File: config.mk
export PLATFORM = sky130hd
export DESIGN_NAME = simple_dual_port_ram
export DESIGN_NICKNAME = d
export VERILOG_FILES = /design/src/rtl/sdp_ram_pkg.sv /design/src/rtl/sdp_ram_out_pipe.sv /design/src/rtl/simple_dual_port_ram.sv
export SDC_FILE = /design/constraint.sdc
export NUM_CORES = 1
export LEC_CHECK = 0
export BUFFER_PORTS_ARGS = -buffer_cell sky130_fd_sc_hd__buf_2
export CORE_UTILIZATION = 25
export DETAILED_ROUTE_END_ITERATION = 12
export PLACE_DENSITY = 0.38
export SYNTH_ARGS = -nofsm -noshare
export SYNTH_HDL_FRONTEND = slang
export SYNTH_HIERARCHICAL = 1
export SYNTH_SLANG_ARGS = --single-unit
File: constraint.sdc
create_clock -name clk -period 1.2 [get_ports clk]
set_input_delay 0.24 -clock clk [delete_from_list [all_inputs] [get_ports clk]]
set_output_delay 0.24 -clock clk [all_outputs]
set_load 0.02 [all_outputs]
File: src/rtl/sdp_ram_pkg.sv
// Shared constants for the simple dual-port RAM: read-during-write modes,
// default widths and the depth helper.
package sdp_ram_pkg;

  localparam int READ_FIRST     = 0;
  localparam int WRITE_FIRST    = 1;
  localparam int DEF_DATA_WIDTH = 8;
  localparam int DEF_ADDR_WIDTH = 4;

  function automatic int calc_depth(input int addr_width);
    return 1 << addr_width;
  endfunction

endpackage

File: src/rtl/sdp_ram_out_pipe.sv
// Delay line for read data plus valid; data only advances alongside a valid
// bit so the final stage holds the last completed read.
module sdp_ram_out_pipe #(
  parameter int WIDTH  = 8,
  parameter int STAGES = 1
) (
  input  logic             clk,
  input  logic             rst_n,
  input  logic [WIDTH-1:0] data_in,
  input  logic             valid_in,
  output logic [WIDTH-1:0] data_out,
  output logic             valid_out
);

  generate
    if (STAGES < 1) begin : g_bad_stages
      $error("sdp_ram_out_pipe needs STAGES >= 1");
    end
  endgenerate

  logic [WIDTH-1:0] data_reg [STAGES];
  logic [STAGES-1:0] valid_reg;

  always_ff @(posedge clk or negedge rst_n) begin
    if (!rst_n) begin
      for (int i = 0; i < STAGES; i++) begin
        data_reg[i] <= '0;
      end
      valid_reg <= '0;
    end else begin
      valid_reg[0] <= valid_in;
      if (valid_in) begin
        data_reg[0] <= data_in;
      end
      for (int i = 1; i < STAGES; i++) begin
        valid_reg[i] <= valid_reg[i-1];
        if (valid_reg[i-1]) begin
          data_reg[i] <= data_reg[i-1];
        end
      end
    end
  end

  assign data_out  = data_reg[STAGES-1];
  assign valid_out = valid_reg[STAGES-1];

endmodule

File: src/rtl/simple_dual_port_ram.sv
// Single-clock simple dual-port RAM: one write port, one read port, registered
// read data with a valid flag and configurable read-during-write behaviour.
module simple_dual_port_ram
  import sdp_ram_pkg::*;
#(
  parameter int DATA_WIDTH = DEF_DATA_WIDTH,
  parameter int ADDR_WIDTH = DEF_ADDR_WIDTH,
  parameter int RD_LATENCY = 1,
  parameter int RDW_MODE   = READ_FIRST
) (
  input  logic                  clk,
  input  logic                  rst_n,
  input  logic                  wr_en,
  input  logic [ADDR_WIDTH-1:0] wr_addr,
  input  logic [DATA_WIDTH-1:0] wr_data,
  input  logic                  rd_en,
  input  logic [ADDR_WIDTH-1:0] rd_addr,
  output logic [DATA_WIDTH-1:0] rd_data,
  output logic                  rd_valid
);

  localparam int DEPTH = calc_depth(ADDR_WIDTH);

  generate
    if (RD_LATENCY != 1 && RD_LATENCY != 2) begin : g_bad_latency
      $error("RD_LATENCY must be 1 or 2");
    end
    if (RDW_MODE != READ_FIRST && RDW_MODE != WRITE_FIRST) begin : g_bad_rdw
      $error("RDW_MODE must be READ_FIRST or WRITE_FIRST");
    end
  endgenerate

  logic [DATA_WIDTH-1:0] mem_reg [DEPTH];
  logic [DATA_WIDTH-1:0] rd_word;
  logic                  bypass_hit;
  logic [DATA_WIDTH-1:0] cap_data_reg;
  logic                  cap_valid_reg;

  // Storage has no reset so it can map onto RAM primitives; writes are
  // suppressed while reset is held.
  always_ff @(posedge clk) begin
    if (rst_n && wr_en) begin
      mem_reg[wr_addr] <= wr_data;
    end
  end

  always_comb begin
    bypass_hit = (RDW_MODE == WRITE_FIRST) && wr_en && (wr_addr == rd_addr);
    rd_word    = bypass_hit ? wr_data : mem_reg[rd_addr];
  end

  always_ff @(posedge clk or negedge rst_n) begin
    if (!rst_n) begin
      cap_data_reg  <= '0;
      cap_valid_reg <= 1'b0;
    end else begin
      cap_valid_reg <= rd_en;
      if (rd_en) begin
        cap_data_reg <= rd_word;
      end
    end
  end

  generate
    if (RD_LATENCY > 1) begin : g_pipe
      sdp_ram_out_pipe #(
        .WIDTH  (DATA_WIDTH),
        .STAGES (RD_LATENCY - 1)
      ) u_out_pipe (
        .clk       (clk),
        .rst_n     (rst_n),
        .data_in   (cap_data_reg),
        .valid_in  (cap_valid_reg),
        .data_out  (rd_data),
        .valid_out (rd_valid)
      );
    end else begin : g_direct
      assign rd_data  = cap_data_reg;
      assign rd_valid = cap_valid_reg;
    end
  endgenerate

endmodule

* Yosys cells after proc, flatten, opt, wreduce, memory -nomap -nowiden
Memory sizes are Yosys's and may differ from the RTL's. A register that Yosys moved wholly into a read port is not among the register bits.
Cells that the tools add are included.
** Storage, ports and cells
- Register bits :: 1
- Bits in latches :: 0
- RAM bits :: 128
- ROM bits :: 0
- Input bits :: 20
- Output and inout bits :: 9
- Word-level logic and storage cells :: 6
- Memories kept :: 1
** Memories
- mem_reg :: words 16, bits a word 8, read ports 1, clocked after memory_dff 1, wr ports 1, line simple_dual_port_ram.sv:33 : logic [DATA_WIDTH-1:0] mem_reg [DEPTH];
** Cells by class
- $add $sub $neg :: 0
- $mul :: 0
- Divide/modulo/power cells :: 0
- $lt $le $gt $ge :: 0
- Equal/unequal tests :: 0
- Shift-type cells :: 0
- Muxes and demuxes :: 2
- Bitwise operators :: 0
- Reductions and logical operators :: 2
** Operators with widths (count)
- 1-bit two-way mux :: 2
- 1-bit logical AND :: 1
- 1-bit logical NOT :: 1

* Logic depth before layout (Yosys ltp)
Gate-level depths: netlist of run 1.
- Word-level depth :: 3
- Gate-level depth with buffers :: 6
- Depth with buffers taken out :: 3

* Least setup slack after synthesis of run 1
Ideal clock, no wire load.
- Path type :: input port to flip-flop
- Start point :: in wr_addr[2]
- End point :: mem mem_reg[0][0] in the netlist's numbering, enable pin
- Setup time :: 0.383 ns
- Data arrival time :: 1.270 ns
- Path slack :: -0.453 ns
- Stages on the path :: 2
- Cells stage by stage :: or3_1 -> nor3_1
** RTL lines
- from (decl) :: line simple_dual_port_ram.sv:14 : input logic [ADDR_WIDTH-1:0] wr_addr,
- to (decl) :: line simple_dual_port_ram.sv:33
Straight into the memory's write port.

==> metrics.txt, run 1 <==
Post-DP HPWL=8090 um; Worst Tran Pin Value=0.616 ns; r2r endpoint=rd_data[7]; Final Max Tran Viols=0; Worst Reg-to-Reg Cells=3; Lkg Pwr=between 2 and 2.5 nW; Post-Syn Instances=242; Period minus WS final=1.30 ns; worst rel slew slack=between 50 and 60%; most frequent cells after synthesis=edfxtp_1 (128), mux4_2 (26), nor2_1 (20), dfrtp_1 (9); fin crit share=109%; Yosys top cell by area=edfxtp_1; die footprint=about 22,000 um2; setup slack, reg-to-reg=-0.10 ns; EDFF count, synth=128; Vias/cell=4.27; Largest register FFs=128; fillers=1,968; htree depth=4; Ys Warns=6; Hold WC Path Type=in -> reg; initial core utilization=25.5%; global-route usage over all layers=12.1%; TritonRoute pass-1 iters=4; Critical Path Source Type=register; critical path endpoint category=register; # DRC=0; area delta synth->final=31.7%; final hold slack=between 0.15 and 0.2 ns; DRT Wirelength=between 10,000 and 15,000 um; worst vdd ir=847 uV; Final Hold Violating Endpoints=0; via count=2,591; design area=roughly 7100 um2; vias in the first global route=2,862; register area share after synthesis=75.9%; Root Driver=clkbuf_16; cell area after synthesis=5360 um2; CP arrival=~1.6 ns; RSZ-0062 raised after global routing=true; Ports=29; initial DRC count=205; number of diodes=0; final setup violating endpoints=10; Synth Register Bits=137; grt total ovfl=0; Mapped Nets=~260; pwr dens=1570 nW/um2; PortBufs=28; WL/cell=about 20 um; layout cells sized above 1=47.3%; Setup WS post-layout=-0.103 ns; first-pass GRT wire length=18,500 um; Final Total Pwr=0.0111 W; Syn Area/Cell=between 20 and 25 um2; worst skew pair latency=approximately 0.41 ns; synth top area cells=edfxtp_1 (72%), mux4_2 (11%), dfrtp_1 (4.2%); Unique masters post-synth=22; initial antenna violation count=0; asr flop ratio synth=6.57%; largest net degree at the start of global routing=17; Crit path required time=between 1 and 1.5 ns; sum of negative setup slack=-0.727 ns; Final Util=33.6%; placed inst area=6360 um2; FMAX=767 MHz; min-delay src=rd_en; Min-Delay Endpoint=rd_valid; Worst-path clk slew=~0.060 ns; final-stage net count=339; status=finished with violations; worst r2r src=mem_reg[7][7]; count leader, synth=edfxtp_1; clk sinks=137; Die W=148 um; core area=21,000 um2; GPL Wtd Cong=0.690; DRT antenna net count=0; clock skew=0.00798 ns; Setup Crit Path Kind=reg -> reg; failing checks=setup timing; critical path fanouts, max=1; die height=148 um; TritonCTS Buffers=17; WHS Path Cells=2; CTS tree=yes; worst-case clock buffer depth=2; Cell Rows=53; max_cap viols=0; area share of the largest cell type after synthesis=between 70% and 80%; Primary FF master, synth=edfxtp_1
## placed cells by master, fill, tap and decap left out, types with 3 or more instances in the layout
| master | n |
|---|---|
| nand2b_1 | 3 |
| mux2i_1 | 3 |
| buf_4 | 24 |
| mux4_1 | 3 |
| nor2_4 | 5 |
| dfrtp_1 | 9 |
| o22ai_2 | 6 |
| nor2_2 | 4 |
| buf_6 | 8 |
| edfxtp_1 | 128 |
| clkbuf_1 | 9 |
| mux2i_4 | 4 |
| nor3_4 | 3 |
| mux4_2 | 29 |
| buf_2 | 20 |
| nor2_1 | 11 |
| a221oi_2 | 8 |
| buf_12 | 19 |
| clkbuf_16 | 17 |
## cell type report
class | instances | area (um2) | area share (%)
multi-input combinational | 91 | 1340 | 19.0
tap | 275 | 344 | 4.87
clock inverter | 5 | 73.8 | 1.05
clock buffer | 27 | 473 | 6.70
timing repair buffer | 72 | 761 | 10.8
sequential | 137 | 4070 | 57.6
## what timing repair did
item,CTS,global route
endpoints found under the hold margin,9,0
setup endpoints to repair,16,16
resized for setup,27,4
buffers inserted,3,1
hold buffers,1,0
pin swaps,3,5
## per-layer routing
layer  up-vias  share of wire, %  track usage, %
met5         -                 0               0
met4         0               1.4            4.64
met3         9               2.4            3.07
met2        36                50            19.8
met1      1375                46            15.3
li1       1171                 -               -
## critical path: stages (launching register included)
cell	delay (ns)
edfxtp_1	0.38
mux4_2	0.50
mux2i_4	0.20
a221oi_2	0.09
## worst max path at each step
| stage | startpoint | to | slack, ns | cells past startpoint |
|---|---|---|---|---|
| after floorplan | wr_addr[2] | mem_reg[0][0] | -0.16 | 2 |
| after global placement | rd_addr[2] | rd_data[7] | -0.55 | 5 |
| after detailed placement | rd_addr[2] | rd_data[7] | -0.57 | 5 |
| after CTS | mem_reg[14][3] | rd_data[3] | -0.15 | 3 |
| after global routing | mem_reg[14][4] | rd_data[4] | -0.16 | 3 |
| final | mem_reg[7][7] | rd_data[7] | -0.10 | 3 |
## per-stage QoR
step           setup slack [ns]  cells
5_1_grt                  -0.157    607
6_report                 -0.103    607
4_1_cts                  -0.147    606
3_5_place_dp             -0.570    570
2_1_floorplan            -0.160    242
3_3_place_gp             -0.551    570
## report_power, final
group | internal [W] | switching (W) | total, W
clock network | 0.00310 | 0.00177 | 0.00487
registers | 0.00532 | 0.0000448 | 0.00536
logic | 0.000404 | 0.000424 | 0.000828
total | 0.00882 | 0.00224 | 0.0111
## kinds of logic (layout without fill, tap and decap cells)
group / Yosys count / count (layout) / synth area share (%)
DFF: 137 / 137 / 75.9
muxes: 40 / 40 / 15.4
and+or+nand+nor: 35 / 35 / 3.06
AOI/OAI and AO/OA: 16 / 16 / 3.29
buffers and inverters: 14 / 104 / 2.40
(Power assumes the default switching activity.)
==> run 2: changes to the inputs <==
- PLACE_DENSITY: 0.38 -> 0.48
==> run 2 against run 1 <==
  * The flow still finishes with violations (setup timing)
  * Critical path depth increased by 1
  * Non-clock buffer count increased by 5
  * Sequential share of layout area increased by 0.23 points
  * Fmax decreased by 1.9%
  * First-iteration DRC count increased by 33%
  * Sequential cell count unchanged
  * Highest routed layer unchanged
==> metrics.txt, run 2 (synthesized netlist as in run 1, its figures left out) <==
Final Util=33.5%; clock skew=around 0.012 ns; vias in the first global route=2,888; fillers=1,967; fin crit share=111%; Final Hold Violating Endpoints=0; final setup violating endpoints=12; setup slack, reg-to-reg=-0.13 ns; Worst Reg-to-Reg Cells=4; initial antenna violation count=0; critical path fanouts, max=1; design area=7040 um2; grt total ovfl=0; die footprint=22,000 um2; critical path endpoint category=register; largest net degree at the start of global routing=18; CP arrival=~1.6 ns; number of diodes=0; global-route usage over all layers=11.6%; clk sinks=137; TritonCTS Buffers=17; r2r endpoint=rd_data[3]; placed inst area=6370 um2; worst-case clock buffer depth=2; Hold WC Path Type=in -> reg; CTS tree=yes; # DRC=0; worst r2r src=mem_reg[14][3]; htree depth=4; final-stage net count=344; layout cells sized above 1=49.0%; DRT Wirelength=roughly 12,000 um; area delta synth->final=31.2%; Lkg Pwr=~2.3 nW; FF+latch area=~4100 um2; Worst-path clk slew=roughly 0.060 ns; Vias/cell=roughly 4.3; Critical Path Source Type=register; Period minus WS final=1.33 ns; Setup WS post-layout=-0.129 ns; Critical Path Sink=rd_data[3]; max_cap viols=0; WL/cell=approximately 19 um; Cell Rows=53; Crit path required time=1.45 ns; Crit. Startpoint=mem_reg[14][3]; GPL Wtd Cong=0.693; PortBufs=28; RSZ-0062 raised after global routing=true; Root Driver=clkbuf_16; failing checks=setup timing; area of the multi-input gates=around 1300 um2; core area=21,000 um2; commonest non-fill, non-tap cell in the layout=edfxtp_1; Setup Crit Path Kind=reg -> reg; Worst Tran Pin Value=0.560 ns; initial core utilization=roughly a quarter; Final Max Tran Viols=0; worst rel slew slack=62.7%; final hold slack=0.223 ns; worst vdd ir=883 uV; worst skew pair latency=around 0.41 ns; Ports=29; FMAX=753 MHz; initial DRC count=273; via count=~2,600; die height=148 um; Die W=148 um; pwr dens=1560 nW/um2; status=finished with violations; Largest register FFs=128; first-pass GRT wire length=approximately 18,000 um; most frequent cells in the layout=edfxtp_1 (128), mux4_2 (30), buf_4 (30); TritonRoute pass-1 iters=4; Post-DP HPWL=8030 um; DRT antenna net count=0
[run 2: cell count changes in the layout (fill, tap and decap cells not counted), moves of 2 or more]
cell        before  now
buf_12          19   17
o22ai_2          6    8
mux2i_4          4    1
clkbuf_1         9    5
buf_4           24   30
mux2i_1          3    6
clkinvlp_4       0    4
[run 2: layout make-up]
| cell class | count | share of cell area [%] |
|---|---|---|
| clock buffers | 24 | 6.70 |
| clock inverters | 8 | 1.07 |
| multi-input cells | 91 | 18.5 |
| flip-flops and latches | 137 | 57.8 |
| well taps | 275 | 4.89 |
| repair buffers | 77 | 11.0 |
[run 2: per-stage QoR]
step	cells	setup TNS (ns)	setup WS [ns]	power (W)
6_report	612	-0.851	-0.129	0.0109
5_1_grt	612	-1.44	-0.187	0.0113
4_1_cts	610	-1.13	-0.169	0.0110
3_5_place_dp	574	-40.00	-0.448	0.00619
3_3_place_gp	574	-39.57	-0.442	0.00618
2_1_floorplan	242	-7.24	-0.160	0.00586
[run 2: report_power, final]
group	total, W	internal, W	switching (W)
registers	0.00537	0.00532	0.0000515
clock network	0.00476	0.00295	0.00181
logic	0.000816	0.000403	0.000413
[run 2: how the worst min path moves through the flow]
| stage | cells after the start | endpoint | slack (ns) | startpoint |
|---|---|---|---|---|
| 3_3_place_gp | 2 | rd_data[4] | 0.26 | rst_n |
| 3_5_place_dp | 2 | rd_data[4] | 0.26 | rst_n |
| 2_1_floorplan | 0 | rd_data[0] | -0.06 | rst_n |
| 4_1_cts | 2 | rd_valid | 0.21 | rd_en |
| 5_1_grt | 2 | rd_valid | 0.21 | rd_en |
| 6_report | 2 | rd_valid | 0.22 | rd_en |
[run 2: worst max-delay path, cell delays in order, from the launching register on]
cell and delay, ns:
edfxtp_1 0.36, mux4_2 0.48, mux2i_1 0.14, buf_4 0.14, a221oi_2 0.05
[run 2: what timing repair did]
item                                    in CTS  in global routing
endpoints found under the setup margin      13                 16
cloned                                       0                  0
pin swaps                                    2                  3
hold endpoints to repair                     9                  0
buffers inserted                             2                  3
gates resized for setup                     16                 10
hold buffers                                 2                  0
[run 2: per-layer routing]
layer | vias up | wire length (um) | GRT usage [%]
met5 | - | 0 | 0
met4 | 0 | 117 | 3.04
met3 | 9 | 606 | 3.83
met2 | 57 | 5320 | 17.0
met1 | 1383 | 5610 | 16.3
li1 | 1185 | - | -
